$ cat src/rtl/frac_stim_gen.sv
// frac_stim_gen: programmable mod/signal stimulus source reporting the fractional count expected at each mod edge
module frac_stim_gen #(
  parameter int W              = 16,
  parameter int DEF_MOD_HALF   = 100,
  parameter int DEF_SIG_PERIOD = 37,
  parameter int DEF_SIG_PHASE  = 0,
  parameter int DEF_PULSE_LEN  = 4
) (
  input  logic         clk,
  input  logic         rst_n,
  input  logic         clk_en,
  input  logic         start,
  input  logic         stop,
  input  logic         cfg_wr,
  input  logic [W-1:0] cfg_mod_half,
  input  logic [W-1:0] cfg_sig_period,
  input  logic [W-1:0] cfg_sig_phase,
  input  logic [W-1:0] cfg_pulse_len,
  output logic         mod,
  output logic         signal,
  output logic [W-1:0] expected_frac,
  output logic         exp_valid,
  output logic         busy,
  output logic         cfg_err
);
  localparam logic [1:0] S_IDLE  = 2'd0;
  localparam logic [1:0] S_RUN   = 2'd1;
  localparam logic [1:0] S_DRAIN = 2'd2;

  logic [1:0]   state_q, state_d;
  logic         mod_q, mod_d, signal_q, signal_d, busy_q, busy_d;
  logic         exp_valid_q, exp_valid_d, cfg_err_q, cfg_err_d;
  logic         edge_q, edge_d, blank_q, blank_d, pend_q, pend_d;
  logic         start_p_q, start_p_d, stop_p_q, stop_p_d, err_p_q, err_p_d;
  logic [W-1:0] mod_cnt_q, mod_cnt_d, sig_cnt_q, sig_cnt_d, expected_frac_q, expected_frac_d;
  logic [W-1:0] sh_half_q, sh_half_d, sh_per_q, sh_per_d, sh_ph_q, sh_ph_d, sh_len_q, sh_len_d;
  logic [W-1:0] ac_half_q, ac_half_d, ac_per_q, ac_per_d, ac_ph_q, ac_ph_d, ac_len_q, ac_len_d;
  logic         bad, ok, start_req, stop_req, err_req, toggle, rise, copy, reseed;
  logic [W-1:0] clamp_len, src_per, src_ph, seed;

  always_comb begin
    bad       = cfg_wr && (cfg_mod_half == '0 || cfg_sig_period < W'(2) || cfg_sig_phase >= cfg_sig_period);
    ok        = cfg_wr && !bad;
    clamp_len = (cfg_pulse_len >= cfg_sig_period) ? cfg_sig_period - W'(1) : cfg_pulse_len;
    start_req = start || start_p_q;
    stop_req  = stop || stop_p_q;
    err_req   = bad || err_p_q;
    toggle    = mod_cnt_q == ac_half_q - W'(1);
    rise      = toggle && !mod_q;
    // a pending shadow goes live either straight away in IDLE or at a RUN mod rise
    copy      = clk_en && pend_q && (state_q == S_IDLE || (state_q == S_RUN && rise));
    src_per   = copy ? sh_per_q : ac_per_q;
    src_ph    = copy ? sh_ph_q : ac_ph_q;
    seed      = (src_ph == '0) ? '0 : src_per - src_ph;
    reseed    = clk_en && ((state_q == S_IDLE && start_req) || (state_q == S_RUN && copy));
    sh_half_d = ok ? cfg_mod_half : sh_half_q;
    sh_per_d  = ok ? cfg_sig_period : sh_per_q;
    sh_ph_d   = ok ? cfg_sig_phase : sh_ph_q;
    sh_len_d  = ok ? clamp_len : sh_len_q;
    pend_d    = ok || (pend_q && !copy);
    start_p_d = !clk_en && start_req;
    stop_p_d  = !clk_en && stop_req;
    err_p_d   = !clk_en && err_req;
    ac_half_d = copy ? sh_half_q : ac_half_q;
    ac_per_d  = copy ? sh_per_q : ac_per_q;
    ac_ph_d   = copy ? sh_ph_q : ac_ph_q;
    ac_len_d  = copy ? sh_len_q : ac_len_q;
    state_d         = state_q;
    mod_d           = mod_q;
    signal_d        = signal_q;
    busy_d          = busy_q;
    exp_valid_d     = exp_valid_q;
    cfg_err_d       = cfg_err_q;
    edge_d          = edge_q;
    blank_d         = blank_q;
    mod_cnt_d       = mod_cnt_q;
    sig_cnt_d       = sig_cnt_q;
    expected_frac_d = expected_frac_q;
    if (clk_en) begin
      cfg_err_d       = err_req;
      exp_valid_d     = edge_q && state_q == S_RUN && !blank_q;
      expected_frac_d = exp_valid_d ? sig_cnt_q : expected_frac_q;
      if (state_q == S_IDLE) begin
        state_d   = start_req ? S_RUN : S_IDLE;
        mod_d     = start_req;
        edge_d    = start_req;
        mod_cnt_d = '0;
        sig_cnt_d = start_req ? seed : '0;
      end else begin
        mod_cnt_d = toggle ? '0 : mod_cnt_q + W'(1);
        mod_d     = mod_q ^ toggle;
        edge_d    = toggle;
        sig_cnt_d = reseed ? seed : (sig_cnt_q == ac_per_q - W'(1)) ? '0 : sig_cnt_q + W'(1);
        state_d   = (state_q == S_RUN && stop_req) ? S_DRAIN : state_q;
        if (state_q == S_DRAIN && rise) begin
          state_d   = S_IDLE;
          mod_d     = 1'b0;
          edge_d    = 1'b0;
          mod_cnt_d = '0;
          sig_cnt_d = '0;
        end
      end
      blank_d  = state_d != S_IDLE && (reseed ? seed != '0 : blank_q && sig_cnt_d != '0);
      signal_d = state_d != S_IDLE && !blank_d && sig_cnt_d < ac_len_d;
      busy_d   = state_d != S_IDLE;
    end
  end

  always_ff @(posedge clk or negedge rst_n) begin
    if (!rst_n) begin
      state_q         <= S_IDLE;
      mod_q           <= 1'b0;
      signal_q        <= 1'b0;
      busy_q          <= 1'b0;
      exp_valid_q     <= 1'b0;
      cfg_err_q       <= 1'b0;
      edge_q          <= 1'b0;
      blank_q         <= 1'b0;
      pend_q          <= 1'b0;
      start_p_q       <= 1'b0;
      stop_p_q        <= 1'b0;
      err_p_q         <= 1'b0;
      mod_cnt_q       <= '0;
      sig_cnt_q       <= '0;
      expected_frac_q <= '0;
      sh_half_q       <= W'(DEF_MOD_HALF);
      sh_per_q        <= W'(DEF_SIG_PERIOD);
      sh_ph_q         <= W'(DEF_SIG_PHASE);
      sh_len_q        <= W'(DEF_PULSE_LEN);
      ac_half_q       <= W'(DEF_MOD_HALF);
      ac_per_q        <= W'(DEF_SIG_PERIOD);
      ac_ph_q         <= W'(DEF_SIG_PHASE);
      ac_len_q        <= W'(DEF_PULSE_LEN);
    end else begin
      state_q         <= state_d;
      mod_q           <= mod_d;
      signal_q        <= signal_d;
      busy_q          <= busy_d;
      exp_valid_q     <= exp_valid_d;
      cfg_err_q       <= cfg_err_d;
      edge_q          <= edge_d;
      blank_q         <= blank_d;
      pend_q          <= pend_d;
      start_p_q       <= start_p_d;
      stop_p_q        <= stop_p_d;
      err_p_q         <= err_p_d;
      mod_cnt_q       <= mod_cnt_d;
      sig_cnt_q       <= sig_cnt_d;
      expected_frac_q <= expected_frac_d;
      sh_half_q       <= sh_half_d;
      sh_per_q        <= sh_per_d;
      sh_ph_q         <= sh_ph_d;
      sh_len_q        <= sh_len_d;
      ac_half_q       <= ac_half_d;
      ac_per_q        <= ac_per_d;
      ac_ph_q         <= ac_ph_d;
      ac_len_q        <= ac_len_d;
    end
  end

  assign mod           = mod_q;
  assign signal        = signal_q;
  assign busy          = busy_q;
  assign exp_valid     = exp_valid_q;
  assign cfg_err       = cfg_err_q;
  assign expected_frac = expected_frac_q;
endmodule

$ cat config.mk
export PLATFORM = sky130hd
export DESIGN_NAME = frac_stim_gen
export DESIGN_NICKNAME = d
export VERILOG_FILES = /design/src/rtl/frac_stim_gen.sv
export SDC_FILE = /design/constraint.sdc
export NUM_CORES = 1
export LEC_CHECK = 0
export CORE_MARGIN = 4
export CORE_UTILIZATION = 35
export DETAILED_ROUTE_END_ITERATION = 6
export PLACE_DENSITY_LB_ADDON = 0.25
export RECOVER_POWER = 50
export SLEW_MARGIN = 10
export SYNTH_ARGS = -nofsm -noshare
export SYNTH_HDL_FRONTEND = slang
export SYNTH_SLANG_ARGS = --single-unit
$ cat constraint.sdc
create_clock -name clk -period 8.25 [get_ports clk]
set_clock_uncertainty 0.15 [all_clocks]
set_input_delay 1.65 -clock clk [delete_from_list [all_inputs] [get_ports clk]]
set_output_delay 1.65 -clock clk [all_outputs]
set_load 0.02 [all_outputs]
Word-level counts from Yosys, hierarchy flattened
Index checks and enable logic that the tools add are counted.
- memory bits (writable): 0
- ROM bits: 0
- memories kept: 0
- register bits after elaboration: 189
- bits in latches: 0
- bits of input ports: 70
- multiply operators: 0
- div/mod/pow operators: 0
- mux-type cells: 24
- shift-type cells: 0
- $add $sub $neg: 6
- equal/unequal tests: 4
- reduce and logical (&&, ||, !) cells: 42
- bitwise operators: 1
- order comparisons: 4
- operators by type and width (operator ; number):
    $mux W16 ; 14
    $sub A16 B1 Y16 const B ; 3
    $add A16 B1 Y16 const B ; 2
    $eq A16 B16 Y1 ; 2
    $ge A16 B16 Y1 ; 2
    $logic_not A16 Y1 ; 2
    $reduce_bool A16 Y1 ; 2
    $logic_and A1 B1 Y1 ; 21
    $lt A16 B16 Y1 ; 1
    $lt A16 B2 Y1 const B ; 1
    $sub A16 B16 Y16 ; 1
    $logic_or A1 B1 Y1 ; 8
    $mux W2 ; 4
    $logic_not A1 Y1 ; 6
    $mux W1 ; 6
    $eq A2 B1 Y1 const B ; 1
    $eq A2 B2 Y1 const B ; 1
    $logic_not A2 Y1 ; 1
    $reduce_and A2 Y1 ; 1
    $reduce_bool A2 Y1 ; 1
    $xor A1 B1 Y1 ; 1

Longest topological paths before layout
- depth after elaboration: 20
- mapped depth: 31
- mapped depth without buffers: 28

Worst setup path after synthesis
No wires, ideal clock.
- path kind: in2reg
- from: in clk_en
- to: reg signal_q, in the netlist signal
- stages: 27
- setup time: 104 ps
- required time: 7996 ps
- arrival time: 6517 ps
- slack: 1480 ps
- cell sequence: clkbuf_1 > inv_1 > nor2_1 > nand2_1 > nor2_1 > o2111ai_1 > o22ai_1 > buf_2 > buf_1 > mux2_2 > ha_1 > fa_1 > nor2b_1 > o31a_1 > o21ai_0 > o31ai_1 > xor2_1 > inv_1 > o22ai_1 > ha_1 > a21o_1 > a21oi_1 > nor2b_1 > o21ai_0 > nand4b_1 > or3_1 > o41ai_2
- cells in the longest elaborated chain, start to end: 16
- elaborated cells on any way between the ends: 25
- classes of those cells: 1 x add/sub; 1 x order compare; 10 x mux; 13 x reduce/logical
- ends and longest elaborated chain (element ; line ; text):
    start, declared ; 11 ; input logic clk_en,
    parallel branches: the longest is 16 deep, another holds $sub A16 B16 Y16 ; - ;
    end signal, assigned ; 137 ; signal_q <= signal_d;
    end, declared ; 31 ; logic mod_q, mod_d, signal_q, signal_d, busy_q, busy_d;
Several ways; the timed one is not identified. The select of a mux whose other input is x is not followed.
A chain may end at the register's enable or synchronous reset.

Worst setup path after layout
- from: reg ac_half_q[0]
- to: reg signal_q, in the netlist signal
- cells in the longest elaborated chain, start to end: 20
- elaborated cells on any way between the ends: 34
- classes of those cells: 2 x add/sub; 1 x order compare; 1 x eq/ne; 13 x mux; 17 x reduce/logical
- ends and longest elaborated chain (element ; line ; text):
    start, declared ; 37 ; logic [W-1:0] ac_half_q, ac_half_d, ac_per_q, ac_per_d, ac_ph_q, ac_ph_d, ac_len_q, ac_len_d;
    start signal, assigned ; 130 ; ac_half_q <= W'(DEF_MOD_HALF);
    start signal, assigned ; 154 ; ac_half_q <= ac_half_d;
    $sub A16 B1 Y16 * ; 48 ; toggle = mod_cnt_q == ac_half_q - W'(1);
    $eq A16 B16 Y1 * ; 48 ;
    $logic_and A1 B1 Y1 * ; 49 ; rise = toggle && !mod_q;
    parallel branches: the longest is 16 deep, another holds $sub A16 B16 Y16 ; - ;
    $logic_and A1 B1 Y1 * ; 104 ; signal_d = state_d != S_IDLE && !blank_d && sig_cnt_d < ac_len_d;
Every way passes the cells marked *. The select of a mux whose other input is x is not followed.

==> qor.csv <==
stage;metric;value;unit
drt;remaining antenna violation count;0;
critical_path;worst reg2reg endpoint;signal;
timing;Final setup viols;0;
clock_network;CTS buffer count;17;
place;placed wire-length estimate;23100;µm
grt;fraction of met2 tracks used by global routing;24.63;%
floorplan;die extent in x;189.2;µm
timing;transition time of the tightest slew-check pin;3.585;ns
synthesis;area share of and/or/nand/nor cells after synthesis;14.56;%
timing;post-route clock period utilization;87.92;%
cells_and_area;commonest non-fill, non-tap cell in the layout;dfrtp_1;
synthesis;share of synthesized cell area in full adder, half adder and majority cells;7.358;%
min_path;number of cells traversed by the worst hold path;2;
timing;post-route minimum period;7.254;ns
pwr;cell internal pwr;2.885;mW
timing;number of hold-slack violations in the final timing report;0;
synthesis;most used flip-flop cell after synthesis;dfrtp_1;
cells_and_area;fraction of layout instances using a drive strength above 1;12.90;%
critical_path;required arrival time at the worst endpoint;8.44;ns
synthesis;Avg Cell Area, Syn;9.892;µm²
cells_and_area;Final nets;1365;
critical_path;timing endpoint of the critical path;signal;
floorplan;count of pins on the block boundary;91;
clock_network;cell at the root of the clock tree;clkbuf_16;
grt;met3 routing resource usage after global routing;2.987;%
critical_path;worst flop-to-flop path startpoint;ac_half_q[0];
grt;pin count of the biggest net entering global routing;99;
clock_network;maximum buffer depth of the clock tree;2;
cells_and_area;sequential standard cell area;0.004747;mm²
floorplan;die height;189.2;µm
pwr;clock network fraction of total power;16.5;%
floorplan;initial core utilization;35.42;%
critical_path;kind of launch point of the worst setup path;flip-flop;
synthesis;share of synthesized registers carrying an async set or reset;100.0;%
critical_path;beginning of the critical path;ac_half_q[0];
synthesis;cell count after synthesis;1162;
synthesis;number of synthesized register bits;189;
pwr;switching part of the total;43.60;%
synthesis;Post-synth EDFFs;0;
grt;global route overflow;0;
synthesis;netlist area before placement;0.01149;mm²
drt;Via-to-Cell Ratio;5.248;
clock_network;setup repair bufs after CTS;0;
min_path;type of the most critical hold path;flip-flop to flip-flop;
grt;antenna violations before repair;0;
critical_path;crit path kind;flip-flop to flip-flop;
cells_and_area;number of fill cells in the layout;3133;
critical_path;worst-case register-to-register setup slack;1.0;ns
pwr;part of the total power dissipated in sequential elements;31.9;%
timing;Fin Setup TNS;0;ns
floorplan;area inside the core boundary;0.03245;mm²
synthesis;count of different cell masters after synthesis;70;
timing;setup repair after global routing missed its margin;false;
floorplan;area of the die;0.03581;mm²
drt;routed vias;8827;
grt;global-route usage over all layers;17.05;%
synthesis;main combinational cell family by area after synthesis;simple AND/OR/NAND/NOR gates;
pwr;largest vdd supply drop;0.2216;mV
synthesis;complex-gate fraction of the synthesized area;12.46;%
drt;Routed WL per cell;17.77;µm
clock_network;TritonCTS clock tree;done;
clock_network;depth of the CTS H-tree;4;
synthesis;mux share of post-synthesis cell area;13.11;%
cells_and_area;synthesis-to-layout area growth;16.60;%
floorplan;Placement Rows;66;
critical_path;CP Data Arrival Time;7.44;ns
cells_and_area;Final Util;41.30;%
timing;headroom to the max-slew limit;-139.0;%
cells_and_area;Inserted Diodes;0;
drt;number of design rule violations left after detail routing;0;
pwr;Pwr Density;381.7;mW/mm²
cells_and_area;area occupied by multi-input gates;0.006267;mm²
grt;most used routing layer;met1;
critical_path;critical-path maximum fanout;16;
pwr;logic gate share of total power;51.6;%
clock_network;# resized after CTS;0;
timing;peak clock frequency supported by timing;0.1379;GHz
min_path;Hold Crit Start;expected_frac[12];
place;Final Wtd Congestion;0.9070;
outcome;outcome;complete, but fails checks;
clock_network;clock-pin slew of the registers on the worst-case setup and hold paths;0.07;ns
pwr;Net Sw Power;2.230;mW
timing;number of max-slew violations in the final report;248;
drt;number of design-rule violations left by the first detailed-router iteration;568;
pwr;P_leak;5.767;nW
critical_path;type of destination of the critical path;flip-flop;
synthesis;Ys Warns;0;
outcome;failing checks;capacitance limit, slew limit;
grt;global-route wire length before repair;48690;µm
synthesis;Synth Area in XOR/XNOR;6.858;%
drt;count of TritonRoute iterations in the first routing pass;4;
clock_network;worst skew pair latency;0.44;ns
grt;via count of the first global-routing pass;8722;
place;total of buffers placed on input and output ports;90;
clock_network;quantity of hold-fixing buffers added after cts;0;
pwr;total power consumption of the routed design;5.115;mW
critical_path;logic depth of the worst register-to-register path;26;
flow_run;number of max-capacitance violations reported;4;
synthesis;nets in the synthesized netlist;1299;
cells_and_area;top library cells by usage in the layout, fill and taps aside;dfrtp_1, o21ai_0, mux2_2;
drt;DRT Wirelength;29900;µm
synthesis;proportion of synthesized chip area in sequential cells;41.30;%
clock_network;number of clock sinks seen by CTS;189;
grt;GR Util met1;26.10;%
per-layer routing:
metal	wire length [µm]	share of wire, %	vias to the layer above
li1	-	-	4312
met3	1529	5.1	32
met4	581	1.9	0
met5	0	0	-
met1	15180	51	4239
met2	12600	42	244
worst min-delay path by stage:
stage | to | slack (ns)
global placement | ac_half_q[12] | 0.31
global route | expected_frac[12] | 0.35
detailed placement | expected_frac[12] | 0.32
floorplan | ac_half_q[0] | 0.29
CTS | expected_frac[12] | 0.34
finish | expected_frac[12] | 0.32
per-stage QoR:
stage	instances	setup WS [ns]	instance area, µm²	hold slack (ns)
finish	1682	0.9964	13400	0.3220
detailed placement	1651	0.8549	12830	0.3228
global placement	1651	1.016	12830	0.3131
floorplan	1162	1.480	11490	0.2944
CTS	1682	1.004	13420	0.3389
global route	1682	0.3356	13400	0.3475
worst max-delay path, stage by stage, from the launching register on:
cell and delay [ns]:
dfrtp_1 0.45, inv_1 0.10, ha_1 0.35, nor4b_4 0.38, nand3_1 0.17, xnor2_1 0.17
nor4_1 0.51, o2111ai_1 0.28, o22ai_4 0.53, mux2_2 0.43, ha_1 0.21, fa_1 0.43
nor2b_1 0.16, o31a_1 0.21, o21ai_0 0.15, o31ai_1 0.36, xor2_1 0.17, inv_1 0.07
o22ai_1 0.19, ha_1 0.28, a21o_1 0.18, a21oi_1 0.14, nor2b_1 0.05, o21ai_0 0.16
nand4b_1 0.11, or3_1 0.43, o41ai_2 0.30
state kept, by name, summed over array words and instances (netlist names), 2 cells and up:
name           cells
sh_len_q          16
expected_frac     16
ac_ph_q           16
sh_ph_q           16
sh_per_q          16
sig_cnt_q         16
state_q            2
mod_cnt_q         16
ac_half_q         16
sh_half_q         16
ac_len_q          16
ac_per_q          16
cell type report:
type / count / share of cell area [%]
clock buffer: 20 / 3.407
tap: 442 / 4.126
multi-input combinational: 843 / 46.76
sequential: 189 / 35.42
inverter: 76 / 2.128
timing repair buffer: 101 / 7.179
clock inverter: 11 / 0.9802
power groups by stage:
stage               clock network [mW]  registers, mW  logic (mW)
floorplan                            0           1.50        1.97
global placement                     0           1.64        2.59
detailed placement                   0           1.65        2.63
CTS                              0.865           1.63        2.65
global route                     0.898           1.69        2.95
finish                           0.842           1.63        2.64
cell families (layout without fill, tap and decap cells):
| kind of cell | after synthesis | count (layout) |
|---|---|---|
| compound gates | 227 | 227 |
| buf+inv | 130 | 208 |
| xor+xnor | 90 | 90 |
| mux | 139 | 139 |
| flops | 189 | 189 |
| fa+ha+maj | 67 | 67 |
| simple gates | 320 | 320 |
cell usage after synthesis (10+ instances only):
master | instances | share of area [%]
nand2_1 | 83 | 2.7
a31oi_1 | 10 | 0.54
ha_1 | 66 | 7.2
mux2_2 | 92 | 9.0
nand2b_1 | 12 | 0.65
o22ai_1 | 11 | 0.60
dfrtp_1 | 175 | 38
nor4_1 | 34 | 1.9
and3_1 | 13 | 0.71
inv_1 | 76 | 2.5
xnor2_1 | 51 | 3.9
xor2_1 | 39 | 3.0
nand4_1 | 19 | 1.0
o21ai_0 | 94 | 4.1
clkbuf_1 | 43 | 1.4
nor3_1 | 32 | 1.4
a21o_1 | 17 | 1.1
dfstp_2 | 14 | 3.2
nand3_1 | 32 | 1.4
nor2_1 | 50 | 1.6
a21oi_1 | 32 | 1.4
mux2i_1 | 47 | 4.1
Power figures use the tool's default switching activity.
